**src/rtl/led_ctrl_seq.sv**
```systemverilog
// led_ctrl_seq: opcode-driven sequencer for external LED driver chips.
// Takes 32-bit instructions over valid/ready, shifts buffered data out
// MSB first on serial/sclk, pulses one latch line and runs a free-running
// prescaled gsclk.
module led_ctrl_seq #(
  parameter int N_LAT     = 4,
  parameter int DATA_W    = 16,
  parameter int LAT_TICKS = 3,
  parameter int PSC_W     = 8
) (
  input  logic              clk,
  input  logic              rst,
  input  logic [31:0]       instruction,
  input  logic              instr_valid,
  output logic              instr_ready,
  output logic              serial,
  output logic              sclk,
  output logic [N_LAT-1:0]  lat,
  output logic              gsclk,
  output logic [3:0]        state,
  output logic              busy
);

  localparam int BIT_W  = (DATA_W > 1)    ? $clog2(DATA_W)    : 1;
  localparam int TICK_W = (LAT_TICKS > 1) ? $clog2(LAT_TICKS) : 1;
  localparam logic [N_LAT-1:0] LAT_ONE = 1;
  localparam logic [7:0]       N_LAT8  = 8'(N_LAT);

  localparam logic [7:0] OP_BUFFER = 8'd1;
  localparam logic [7:0] OP_SEND   = 8'd2;
  localparam logic [7:0] OP_LATCH  = 8'd4;
  localparam logic [7:0] OP_PSC    = 8'd8;

  typedef enum logic [3:0] {
    READY    = 4'd0,
    WAIT_LAT = 4'd1,
    SHIFT_LO = 4'd2,
    SHIFT_HI = 4'd3
  } state_t;

  state_t             st;
  logic [DATA_W-1:0]  shift_buf;
  logic [BIT_W-1:0]   bit_cnt;
  logic [TICK_W-1:0]  tick;
  logic [PSC_W-1:0]   psc, psc_cnt;

  logic [7:0] op_code, index;
  logic       accept;

  assign op_code     = instruction[31:24];
  assign index       = instruction[23:16];
  assign instr_ready = (st == READY) && !rst;
  assign accept      = instr_valid && instr_ready;
  assign state       = st;
  assign busy        = (st != READY);

  // Main sequencer: decodes opcodes in READY, walks the shift and latch phases.
  // Serial is loaded on the transition into SHIFT_LO so each bit is already
  // stable when sclk rises one cycle later.
  always_ff @(posedge clk or posedge rst) begin
    if (rst) begin
      st        <= READY;
      shift_buf <= '0;
      bit_cnt   <= '0;
      tick      <= '0;
      serial    <= 1'b0;
      sclk      <= 1'b0;
      lat       <= '0;
    end else begin
      case (st)
        READY: begin
          if (instr_valid) begin
            case (op_code)
              OP_BUFFER: shift_buf <= instruction[DATA_W-1:0];
              OP_SEND: begin
                bit_cnt <= BIT_W'(DATA_W - 1);
                serial  <= shift_buf[DATA_W-1];
                sclk    <= 1'b0;
                st      <= SHIFT_LO;
              end
              OP_LATCH: begin
                // Out-of-range indices are swallowed without side effects.
                if (index < N_LAT8) begin
                  lat  <= LAT_ONE << index;
                  tick <= TICK_W'(LAT_TICKS - 1);
                  st   <= WAIT_LAT;
                end
              end
              default: ;
            endcase
          end
        end
        SHIFT_LO: begin
          sclk <= 1'b1;
          st   <= SHIFT_HI;
        end
        SHIFT_HI: begin
          sclk <= 1'b0;
          if (bit_cnt == '0) begin
            st <= READY;
          end else begin
            bit_cnt <= bit_cnt - 1'b1;
            serial  <= shift_buf[bit_cnt - 1'b1];
            st      <= SHIFT_LO;
          end
        end
        WAIT_LAT: begin
          if (tick == '0) begin
            lat <= '0;
            st  <= READY;
          end else begin
            tick <= tick - 1'b1;
          end
        end
        default: st <= READY;
      endcase
    end
  end

  // Grayscale clock prescaler: toggles every psc cycles, held low when psc==0.
  // A new prescale value restarts the count from zero with gsclk low.
  always_ff @(posedge clk or posedge rst) begin
    if (rst) begin
      psc     <= '0;
      psc_cnt <= '0;
      gsclk   <= 1'b0;
    end else if (accept && op_code == OP_PSC) begin
      psc     <= instruction[PSC_W-1:0];
      psc_cnt <= '0;
      gsclk   <= 1'b0;
    end else if (psc == '0) begin
      psc_cnt <= '0;
      gsclk   <= 1'b0;
    end else if (psc_cnt == psc - 1'b1) begin
      psc_cnt <= '0;
      gsclk   <= ~gsclk;
    end else begin
      psc_cnt <= psc_cnt + 1'b1;
    end
  end

endmodule
```
**config.mk**
```make
export PLATFORM = sky130hd
export DESIGN_NAME = led_ctrl_seq
export DESIGN_NICKNAME = d
export VERILOG_FILES = /design/src/rtl/led_ctrl_seq.sv
export SDC_FILE = /design/constraint.sdc
export NUM_CORES = 1
export LEC_CHECK = 0
export BUFFER_PORTS_ARGS = -buffer_cell sky130_fd_sc_hd__buf_4
export CAP_MARGIN = 10
export CELL_PAD_IN_SITES_DETAIL_PLACEMENT = 0
export CELL_PAD_IN_SITES_GLOBAL_PLACEMENT = 1
export CORE_MARGIN = 8
export CORE_UTILIZATION = 30
export CTS_CLUSTER_DIAMETER = 80
export DETAILED_ROUTE_END_ITERATION = 8
export PLACE_DENSITY = 0.59
export SYNTH_ARGS = -nofsm -noshare
export SYNTH_HDL_FRONTEND = slang
export SYNTH_SLANG_ARGS = --single-unit
```
**constraint.sdc**
```tcl
create_clock -name clk -period 5.3 [get_ports clk]
set_input_delay 0.53 -clock clk [delete_from_list [all_inputs] [get_ports clk]]
set_output_delay 0.53 -clock clk [all_outputs]
set_load 0.01 [all_outputs]
```
==> results.py, run 1 <==
metrics = {
    "run_status": {
        "status": "completed",
    },
    "detailed_routing": {
        "drcViolationCount": 0,
        "drt_first_pass_iters": 4,
        "first_iter_violations": 61,
        "vias": 1775,
        "wl_per_cell_um": 14.6,
        "avgViaCountPerCell": 4.80,
        "ant_nets": 0,
        "drt_wl_total_um": 5390,
    },
    "global_route": {
        "gr-usage-met3_pct": 2.57,
        "grt_pass1_wl_um": 9130,
        "grt_use_total_pct": 9.77,
        "grt_antenna_before_repair": 0,
        "grt_util_met2_pct": 15.4,
        "grt_max_degree": 48,
        "grt_pass1_vias": 1866,
        "grt.overflow.total": 0,
        "busiest_layer": "met2",
        "met1_usage_pct": 12.8,
    },
    "synthesis": {
        "avgSynthCellArea_um2": 11.5,
        "synth-warning-count": 0,
        "syn_inst": 218,
        "yosysSeqAreaShare_pct": 46.9,
        "ys_seq_elements": 47,
        "ys_async_sr_fraction_pct": 100,
        "ys.flop_type": "dfrtp_1",
        "synth_edf_count": 0,
        "ys_types": 48,
        "synthesis.area_um2": 2510,
    },
    "critical_path": {
        "critical-path-top-delay-family": "compound AO/OA/AOI/OAI gates",
        "cp-end-kind": "flop",
        "crit_slowest_cell": "o31ai_2",
        "crit_arrival_ns": 2.48,
        "cp_max_fo": 8,
        "critPathKind": "flop to flop",
        "startpoint_type": "flop",
        "crit_chain": "inv_1, ha_1, nor2b_1, or3_1, a31o_1, o31ai_2, nor2_1",
        "rr_endpoint": "psc_cnt[3]$_DFF_PP0_",
        "r2r_setup_slack_ns": 2.99,
        "cp_num_buf_inv": 1,
        "rr_worst_depth": 7,
        "cp.depth": 7,
        "slowest_delay_ns": 0.53,
        "worst_ep_required_time_ns": 5.47,
        "r2r-start": "psc[0]$_DFFE_PP0P_",
    },
    "sta": {
        "period_share_pct": 43.6,
        "rsz0062_at_grt": "false",
        "worst_pin_slew_ns": 1.00,
        "max_freq_mhz": 433,
        "finClkSkew_ns": 0.00827,
        "drv_slew": 0,
        "setup_tns_ns": 0,
        "relSlewSlack_pct": 33.0,
        "setup_viol": 0,
        "finalHoldViolCount": 0,
        "fin_crit_ns": 2.31,
    },
    "clock_network": {
        "cts_setup_buffers": 0,
        "cts_repair_resize_count": 0,
        "clk_pin_slew_ns": 0.09,
        "cts_tree": "yes",
        "cts_sinks": 47,
        "cts_made_buffers": 5,
        "clock_path_buffers": 2,
        "ctsHoldBuffers": 0,
        "root_buffer": "clkbuf_8",
        "clk-insertion-delay-late_ns": 0.30,
        "htree_levels": 2,
    },
    "place": {
        "dpl.cell_count": 362,
        "gp_congestion": 0.745,
        "port_buffers": 45,
        "dp_hpwl_um": 4120,
    },
    "min_path": {
        "min-delay-start": "instruction[8]",
        "hold-path-endpoint": "shift_buf[8]$_DFFE_PP0P_",
        "whs_path_depth": 2,
        "min_path_type": "primary input to flop",
    },
    "flow_run": {
        "max_cap_violations": 0,
    },
    "floorplan": {
        "die_h_um": 107,
        "coreArea_um2": 8180,
        "pin_count": 48,
        "rows": 33,
        "die_x_um": 107,
        "start_util_pct": 30.7,
        "dieArea_um2": 11500,
    },
    "power_and_ir_drop": {
        "leakage_uw": 0.00146,
        "ir_drop_v": 0.000121,
        "powerDensity_nw_per_um2": 322,
    },
    "layout": {
        "nets": 304,
        "syn_to_final_growth_pct": 21.9,
        "antenna_cells": 0,
        "drive_above_1_share_pct": 37.4,
        "finalNonFillerCells": 370,
    },
}
[metrics by stage]
| step | worst slack [ns] | power (uW) | utilization [%] | hold WS, ns | instance area [um^2] |
|---|---|---|---|---|---|
| finish | 2.99 | 985 | 37.4 | 0.455 | 3060 |
| global route | 2.73 | 1050 | 37.4 | 0.439 | 3060 |
| CTS | 2.94 | 1000 | 37.4 | 0.443 | 3060 |
| detailed placement | 2.82 | 733 | 36.0 | 0.482 | 2950 |
| global placement | 2.85 | 732 | 36.0 | 0.484 | 2950 |
| floorplan | 3.16 | 638 | - | 0.466 | 2510 |
[layout make-up]
| class | instances | area, um^2 |
|---|---|---|
| clock inverter | 3 | 43.8 |
| multi-input combinational | 156 | 1270 |
| sequential | 47 | 1180 |
| inverter | 9 | 33.8 |
| clock buffer | 5 | 68.8 |
| timing repair buffer | 45 | 338 |
| fill | 860 | 5120 |
| tap | 105 | 131 |
[power breakdown]
group | internal [uW] | switching (uW) | total [uW]
Combinational | 143 | 125 | 268
Clock | 141 | 125 | 265
Sequential | 401 | 50.1 | 451
[layer usage]
layer	part of all wire, %	vias up	routed length (um)
met5	0	-	0
li1	-	866	-
met4	0.93	0	50
met1	48	870	2580
met2	46	37	2460
met3	5.5	2	296
[cell usage after synthesis, types with 3 or more instances]
| master | n | area, um^2 |
|---|---|---|
| dfrtp_1 | 47 | 1180 |
| mux2_2 | 29 | 327 |
| nor2_1 | 22 | 82.6 |
| a21oi_1 | 10 | 50.1 |
| xnor2_1 | 10 | 87.6 |
| inv_1 | 9 | 33.8 |
| nand2_1 | 6 | 22.5 |
| nor3_1 | 6 | 30.0 |
| xor2_1 | 6 | 52.6 |
| and3_1 | 5 | 31.3 |
| ha_1 | 5 | 62.6 |
| mux4_2 | 5 | 113 |
| nor3b_1 | 5 | 37.5 |
| clkbuf_1 | 4 | 15.0 |
| a31oi_1 | 3 | 18.8 |
| nand3_1 | 3 | 15.0 |
| o21ai_0 | 3 | 15.0 |
[registers in the layout (all words and copies together) (netlist names)]
| register | count |
|---|---|
| bit_cnt | 4 |
| state | 2 |
| gsclk | 1 |
| lat | 4 |
| sclk | 1 |
| psc_cnt | 8 |
| shift_buf | 16 |
| psc | 8 |
| tick | 2 |
| serial | 1 |
[logic make-up after synthesis]
kind of cell | count (synthesis) | synth area share (%)
mux | 35 | 17.9
flops | 47 | 46.9
other cells | 1 | 0.149
buf+inv | 16 | 2.74
simple gates | 69 | 16.3
compound gates | 29 | 7.98
fa+ha+maj | 5 | 2.49
xor+xnor | 16 | 5.59
[worst max-delay path by stage]
stage / start / slack [ns] / end
finish: psc[0]$_DFFE_PP0P_ / 2.99 / psc_cnt[3]$_DFF_PP0_
global route: psc[0]$_DFFE_PP0P_ / 2.73 / psc_cnt[7]$_DFF_PP0_
CTS: psc[0]$_DFFE_PP0P_ / 2.94 / psc_cnt[3]$_DFF_PP0_
detailed placement: instruction[29] / 2.82 / shift_buf[15]$_DFFE_PP0P_
global placement: instruction[29] / 2.85 / shift_buf[8]$_DFFE_PP0P_
floorplan: bit_cnt[0]$_DFFE_PP0P_ / 3.16 / serial$_DFFE_PP0P_
[layout by cell type, fill, tap and decap left out, drive strengths merged, types with 6 or more instances in the layout]
master and count:
a21oi 10, dfrtp 47, xor2 6, nor3 7, buf 45, inv 9, nand2 6, nor2 22
mux2 29, xnor2 10
Note: power is estimated with default switching activity, not from simulation.
==> run 2: changes to the inputs <==
- ABC_AREA: not set -> 1
- PLACE_DENSITY: 0.59 -> 0.62
- clock period: 5.3 -> 2.2 ns (I/O delays scaled with it)
==> run 2 against run 1 <==
Compared with the run above: non-clock buffer count increased by 4; clock power grew to 2.9 times the previous value; global-route usage grew 1.5 points; first-iteration DRC count grew 4.9%; utilization decreased by 0.30 points; clock skew is 0.0052 ns lower; area after synthesis grew 9.9%; cell area rose by 10%; die area is 8.4% higher; sequential cell count did not move; combinational power increased to 3.3 times the previous value; critical path type unchanged; critical endpoint is now serial$_DFFE_PP0P_; highest routed layer unchanged.
==> results.py, run 2 <==
metrics = {
    "detailed_routing": {
        "drt_first_pass_iters": 4,
        "avgViaCountPerCell": 4.54,
        "first_iter_violations": 64,
        "wl_per_cell_um": 13.0,
        "ant_nets": 0,
        "drt_wl_total_um": 6680,
        "drcViolationCount": 0,
        "vias": 2339,
    },
    "critical_path": {
        "crit_arrival_ns": 2.21,
        "cp-end-kind": "flop",
        "slowest_delay_ns": 0.56,
        "crit_chain": "clkinv_1, ha_1, xnor2_1, inv_1, o211ai_1, nand3_1, nand3_1, nand2_1, nand2_1",
        "startpoint_type": "flop",
        "crit_slowest_cell": "dfrtp_1",
        "rr_worst_depth": 9,
        "cp_max_fo": 11,
        "worst_ep_required_time_ns": 2.44,
        "critPathKind": "flop to flop",
    },
    "layout": {
        "final_core_util_pct": 37.1,
        "final_cell_mix": "nand2_1 (84), nor2_1 (50), dfrtp_1 (47), buf_4 (47), inv_1 (43)",
        "antenna_cells": 0,
        "syn_to_final_growth_pct": 22.1,
        "top_regs": "shift_buf x16, psc x8, psc_cnt x8",
        "final_area_um2": 3360,
        "layout_commonest_cell": "nand2_1",
        "drive_above_1_share_pct": 22.3,
        "largest_reg_flops": 16,
        "nets": 443,
        "largest_register": "shift_buf",
    },
    "synthesis": {
        "yosysMostFrequentCell": "nand2_1",
        "synth-warning-count": 0,
        "ys_async_sr_fraction_pct": 100,
        "ys_types": 37,
        "synth_edf_count": 0,
        "yosysSeqAreaShare_pct": 42.7,
        "synth.top_cell.area_share_pct": 42.7,
        "avgSynthCellArea_um2": 7.81,
        "synthTopCellsByArea": "dfrtp_1 (43%), nand2_1 (11%), nor2_1 (6.8%), inv_1 (6.0%), o21ai_0 (4.4%)",
        "yosys.area.top_type": "dfrtp_1",
        "ys_seq_elements": 47,
        "syn_inst": 353,
        "ys.flop_type": "dfrtp_1",
        "synthesis.area_um2": 2760,
        "synthTopCellsByCount": "nand2_1 (84), nor2_1 (50), dfrtp_1 (47)",
    },
    "min_path": {
        "whs_path_depth": 2,
        "min_path_type": "primary input to flop",
    },
    "clock_network": {
        "cts_tree": "yes",
        "root_buffer": "clkbuf_8",
        "htree_levels": 2,
        "cts_made_buffers": 5,
        "cts_sinks": 47,
        "clk_pin_slew_ns": 0.09,
        "clock_path_buffers": 2,
        "clk-insertion-delay-late_ns": 0.30,
    },
    "power_and_ir_drop": {
        "ir_drop_v": 0.000355,
        "p_total_uw": 2680,
        "p_clk_share_pct": 28.2,
        "switching_share_pct": 34.2,
        "p_comb_share_pct": 32.6,
        "p_seq_share_pct": 39.1,
        "p_switching_uw": 917,
        "leakage_uw": 0.00167,
        "powerDensity_nw_per_um2": 796,
        "p_int_uw": 1760,
    },
    "place": {
        "dpl_worst_slack_ns": 0.275,
        "place_area_um2": 3220,
        "port_buffers": 45,
        "dp_hpwl_um": 5210,
        "gp_congestion": 0.772,
    },
    "global_route": {
        "grt_pass1_vias": 2453,
        "grt_max_degree": 29,
        "grt.overflow.total": 0,
        "grt_antenna_before_repair": 0,
        "grt_pass1_wl_um": 11600,
        "grt_use_total_pct": 11.3,
    },
    "sta": {
        "setup_ws_ns": 0.237,
        "finalHoldViolCount": 0,
        "setup_tns_ns": 0,
        "fin_crit_ns": 1.96,
        "period_share_pct": 89.2,
        "rsz0062_at_grt": "false",
        "drv_slew": 0,
        "finClkSkew_ns": 0.00302,
        "max_freq_mhz": 509,
        "setup_viol": 0,
    },
    "floorplan": {
        "rows": 35,
        "dieArea_um2": 12500,
        "coreArea_um2": 9060,
        "die_h_um": 112,
        "start_util_pct": 30.4,
        "pin_count": 48,
        "die_x_um": 112,
    },
    "flow_run": {
        "max_cap_violations": 0,
    },
    "run_status": {
        "status": "completed",
    },
}
[run 2: final cells by class]
cell class / instances / area [um^2]
Clock inverter: 2 / 60.1
Inverter: 48 / 183
Fill cell: 964 / 5700
Clock buffer: 6 / 72.6
Multi-Input combinational cell: 252 / 1350
Tap cell: 111 / 139
Sequential cell: 47 / 1180
Timing Repair Buffer: 49 / 383
[run 2: kinds of logic (layout without fill, tap and decap cells)]
| group | Yosys count | count (layout) | share of synthesized area (%) |
|---|---|---|---|
| AOI/OAI and AO/OA | 51 | 51 | 10.9 |
| xor gates and xnor gates | 7 | 7 | 2.22 |
| adders and majority gates | 5 | 5 | 2.27 |
| buffers and inverters | 55 | 105 | 8.44 |
| DFF | 47 | 47 | 42.7 |
| muxes | 8 | 8 | 3.81 |
| other | 1 | 2 | 0.136 |
| and+or+nand+nor | 179 | 179 | 29.6 |
[run 2: through the flow]
| step | hold slack [ns] | std cells |
|---|---|---|
| global route | 0.130 | 515 |
| CTS | 0.133 | 515 |
| detailed placement | 0.300 | 506 |
| floorplan | 0.369 | 354 |
| global placement | 0.299 | 506 |
| finish | 0.144 | 515 |
[run 2: critical path: cells and delay by family, from the launching register on]
| family | cells | cell delay (ns) |
|---|---|---|
| flip-flops | 1 | 0.56 |
| XOR/XNOR | 1 | 0.40 |
| AND/OR/NAND/NOR | 4 | 0.31 |
| buffers and inverters | 2 | 0.28 |
| adder cells (fa/ha/maj) | 1 | 0.25 |
| AO/OA/AOI/OAI | 1 | 0.12 |
[run 2: repair_timing]
action | in CTS | in global routing
resized for setup | 0 | 0
hold buffers | 1 | 0
endpoints found under the hold margin | 19 | 0
setup buffers | 0 | 0
[run 2: final timing paths]
check	start	end	slack [ns]
worst min register to register	serial$_DFFE_PP0P_	serial$_DFFE_PP0P_	0.49
worst max register to register	bit_cnt[0]$_DFFE_PP0P_	serial$_DFFE_PP0P_	0.24
worst min-delay path	instruction[10]	shift_buf[10]$_DFFE_PP0P_	0.14
worst max-delay path	bit_cnt[0]$_DFFE_PP0P_	serial$_DFFE_PP0P_	0.24
min in group asynchronous	rst	tick[1]$_DFFE_PP0P_	0.51
max in group asynchronous	rst	shift_buf[9]$_DFFE_PP0P_	1.16
[run 2: power groups by stage]
stage          Combinational [uW]  Sequential (uW)  Clock, uW
6_report                      874             1050        756
3_5_place_dp                  884             1070          0
3_3_place_gp                  880             1070          0
2_1_floorplan                 600             1040          0
5_1_grt                      1010             1070        817
4_1_cts                       889             1050        784
[run 2: metal layers]
layer	up-vias	share of wire [%]	global-route usage (%)
met2	30	47	18.5
li1	1226	-	-
met4	0	1.3	4.19
met5	-	0	0
met1	1076	47	13.6
met3	7	4.4	3.25
==> run 3: changes to the inputs <==
- CORE_UTILIZATION: 30 -> 41
- PLACE_DENSITY: 0.62 -> 0.81
- clock period: 2.2 -> 2.1 ns (I/O delays scaled with it)
==> run 3 against run 2 <==
Compared with the run above: sequential cell count unchanged; wire length down 6.5%; register-to-register slack about the same; highest routed layer unchanged; largest cell class unchanged; total power down 4.2%; critical path depth down 1; global-route usage up 2.6 points.
==> results.py, run 3 (synthesis results as in run 2) <==
metrics = {
    "critical_path": {
        "crit_arrival_ns": 2.12,
        "startpoint_type": "flop",
        "cp_max_fo": 11,
        "worst_ep_required_time_ns": 2.34,
        "critPathKind": "flop to flop",
        "cp-end-kind": "flop",
    },
    "layout": {
        "layout_commonest_cell": "nand2_1",
        "drive_above_1_share_pct": 23.2,
        "fill_cells": 654,
        "final_cell_mix": "nand2_1 (84), nor2_1 (50), buf_4 (50)",
        "syn_to_final_growth_pct": 18.8,
        "final_core_util_pct": 49.3,
        "finalNonFillerCells": 485,
        "nets": 444,
        "multi_input_area_um2": 1350,
        "top_regs": "shift_buf x16, psc x8, psc_cnt x8",
        "largest_reg_flops": 16,
        "antenna_cells": 0,
        "largest_register": "shift_buf",
        "seqCellArea_um2": 1180,
    },
    "floorplan": {
        "rows": 30,
        "start_util_pct": 41.5,
        "dieArea_um2": 9600,
        "die_h_um": 98.0,
        "die_x_um": 98.0,
        "pin_count": 48,
        "coreArea_um2": 6640,
    },
    "global_route": {
        "grt_antenna_before_repair": 0,
        "grt_use_total_pct": 13.8,
        "grt_pass1_vias": 2376,
        "grt_max_degree": 48,
        "grt_pass1_wl_um": 11000,
        "grt.overflow.total": 0,
    },
    "place": {
        "port_buffers": 45,
        "dp_hpwl_um": 4940,
        "gp_congestion": 0.793,
        "dpl.cell_count": 477,
    },
    "sta": {
        "worst_pin_slew_ns": 0.609,
        "fin_crit_ns": 1.87,
        "period_share_pct": 89.2,
        "setup_tns_ns": 0,
        "drv_slew": 0,
        "max_freq_mhz": 534,
        "rsz0062_at_grt": "false",
        "finalHoldViolCount": 0,
        "relSlewSlack_pct": 59.4,
        "finClkSkew_ns": 0.00828,
        "holdWs_ns": 0.0575,
        "setup_viol": 0,
    },
    "flow_run": {
        "max_cap_violations": 0,
    },
    "detailed_routing": {
        "drt_first_pass_iters": 4,
        "vias": 2381,
        "avgViaCountPerCell": 4.91,
        "first_iter_violations": 65,
        "drt_wl_total_um": 6240,
        "ant_nets": 0,
        "drcViolationCount": 0,
        "wl_per_cell_um": 12.9,
    },
    "clock_network": {
        "cts_sinks": 47,
        "cts_tree": "yes",
        "htree_levels": 2,
        "clk_pin_slew_ns": 0.09,
        "ctsHoldBuffers": 0,
        "root_buffer": "clkbuf_8",
        "clk-insertion-delay-late_ns": 0.30,
        "clock_path_buffers": 2,
        "cts_made_buffers": 5,
    },
    "min_path": {
        "min_path_type": "primary input to async pin",
    },
    "power_and_ir_drop": {
        "leakage_uw": 0.00165,
        "ir_drop_v": 0.000400,
        "powerDensity_nw_per_um2": 784,
    },
    "run_status": {
        "status": "completed",
    },
}
==> run 3: changes by cell type in the layout (fill, tap and decap cells not counted), sizes merged <==
cell and change:
dlygate4sd3 -1, inv +1, buf +2, clkinv +2
bufinv -2, clkbuf -1
==> run 3: cell type report <==
cell class | count | share of cell area [%]
multi-input cells | 252 | 41.3
flip-flops and latches | 47 | 36.0
repair buffers | 50 | 11.5
inverters | 48 | 5.58
well taps | 80 | 3.06
clock buffers | 5 | 2.10
clock inverters | 3 | 0.573
==> run 3: timing repair <==
action	in CTS	in global routing
setup endpoints to repair	0	1
gates resized for setup	0	1
setup buffers	0	0
==> run 3: stage by stage <==
step	setup slack (ns)	cell area (um^2)	power, uW
4_1_cts	0.129	3270	2590
6_report	0.227	3270	2570
3_5_place_dp	0.153	3190	2040
5_1_grt	0.0789	3270	2780
2_1_floorplan	0.533	2760	1720
3_3_place_gp	0.157	3190	2030
==> run 3: metal layers <==
metal,GRT usage [%],up-vias,part of all wire [%]
met1,17.8,1088,48
met2,21.1,60,43
met4,3.96,0,1.1
li1,-,1227,-
met3,5.05,6,7.2
met5,0,-,0
==> run 3: path summary, 6_finish.rpt <==
check	cells past startpoint	slack, ns	end	from
min in group clk	2	0.14	shift_buf[9]$_DFFE_PP0P_	instruction[9]
hold / removal	3	0.06	state[0]$_DFFE_PP0P_	rst
hold reg to reg	2	0.49	serial$_DFFE_PP0P_	serial$_DFFE_PP0P_
setup / recovery	8	0.23	serial$_DFFE_PP0P_	bit_cnt[0]$_DFFE_PP0P_
max in group asynchronous	3	1.60	bit_cnt[0]$_DFFE_PP0P_	rst
setup reg to reg	8	0.23	serial$_DFFE_PP0P_	bit_cnt[0]$_DFFE_PP0P_
==> run 3: worst max-delay path, stage by stage, from the launching register on <==
cell      delay [ns]
dfrtp_2         0.49
clkinv_1        0.12
ha_1            0.50
o21ai_0         0.14
o211ai_1        0.21
nand3_1         0.10
nand3_1         0.13
nand2_1         0.06
nand2_1         0.06
==> run 3: where the power goes <==
part	switching [uW]	leakage [uW]	internal (uW)	total, uW
Clock	312	0.0000483	235	546
Combinational	552	0.000978	374	925
Sequential	91.7	0.000626	1000	1100
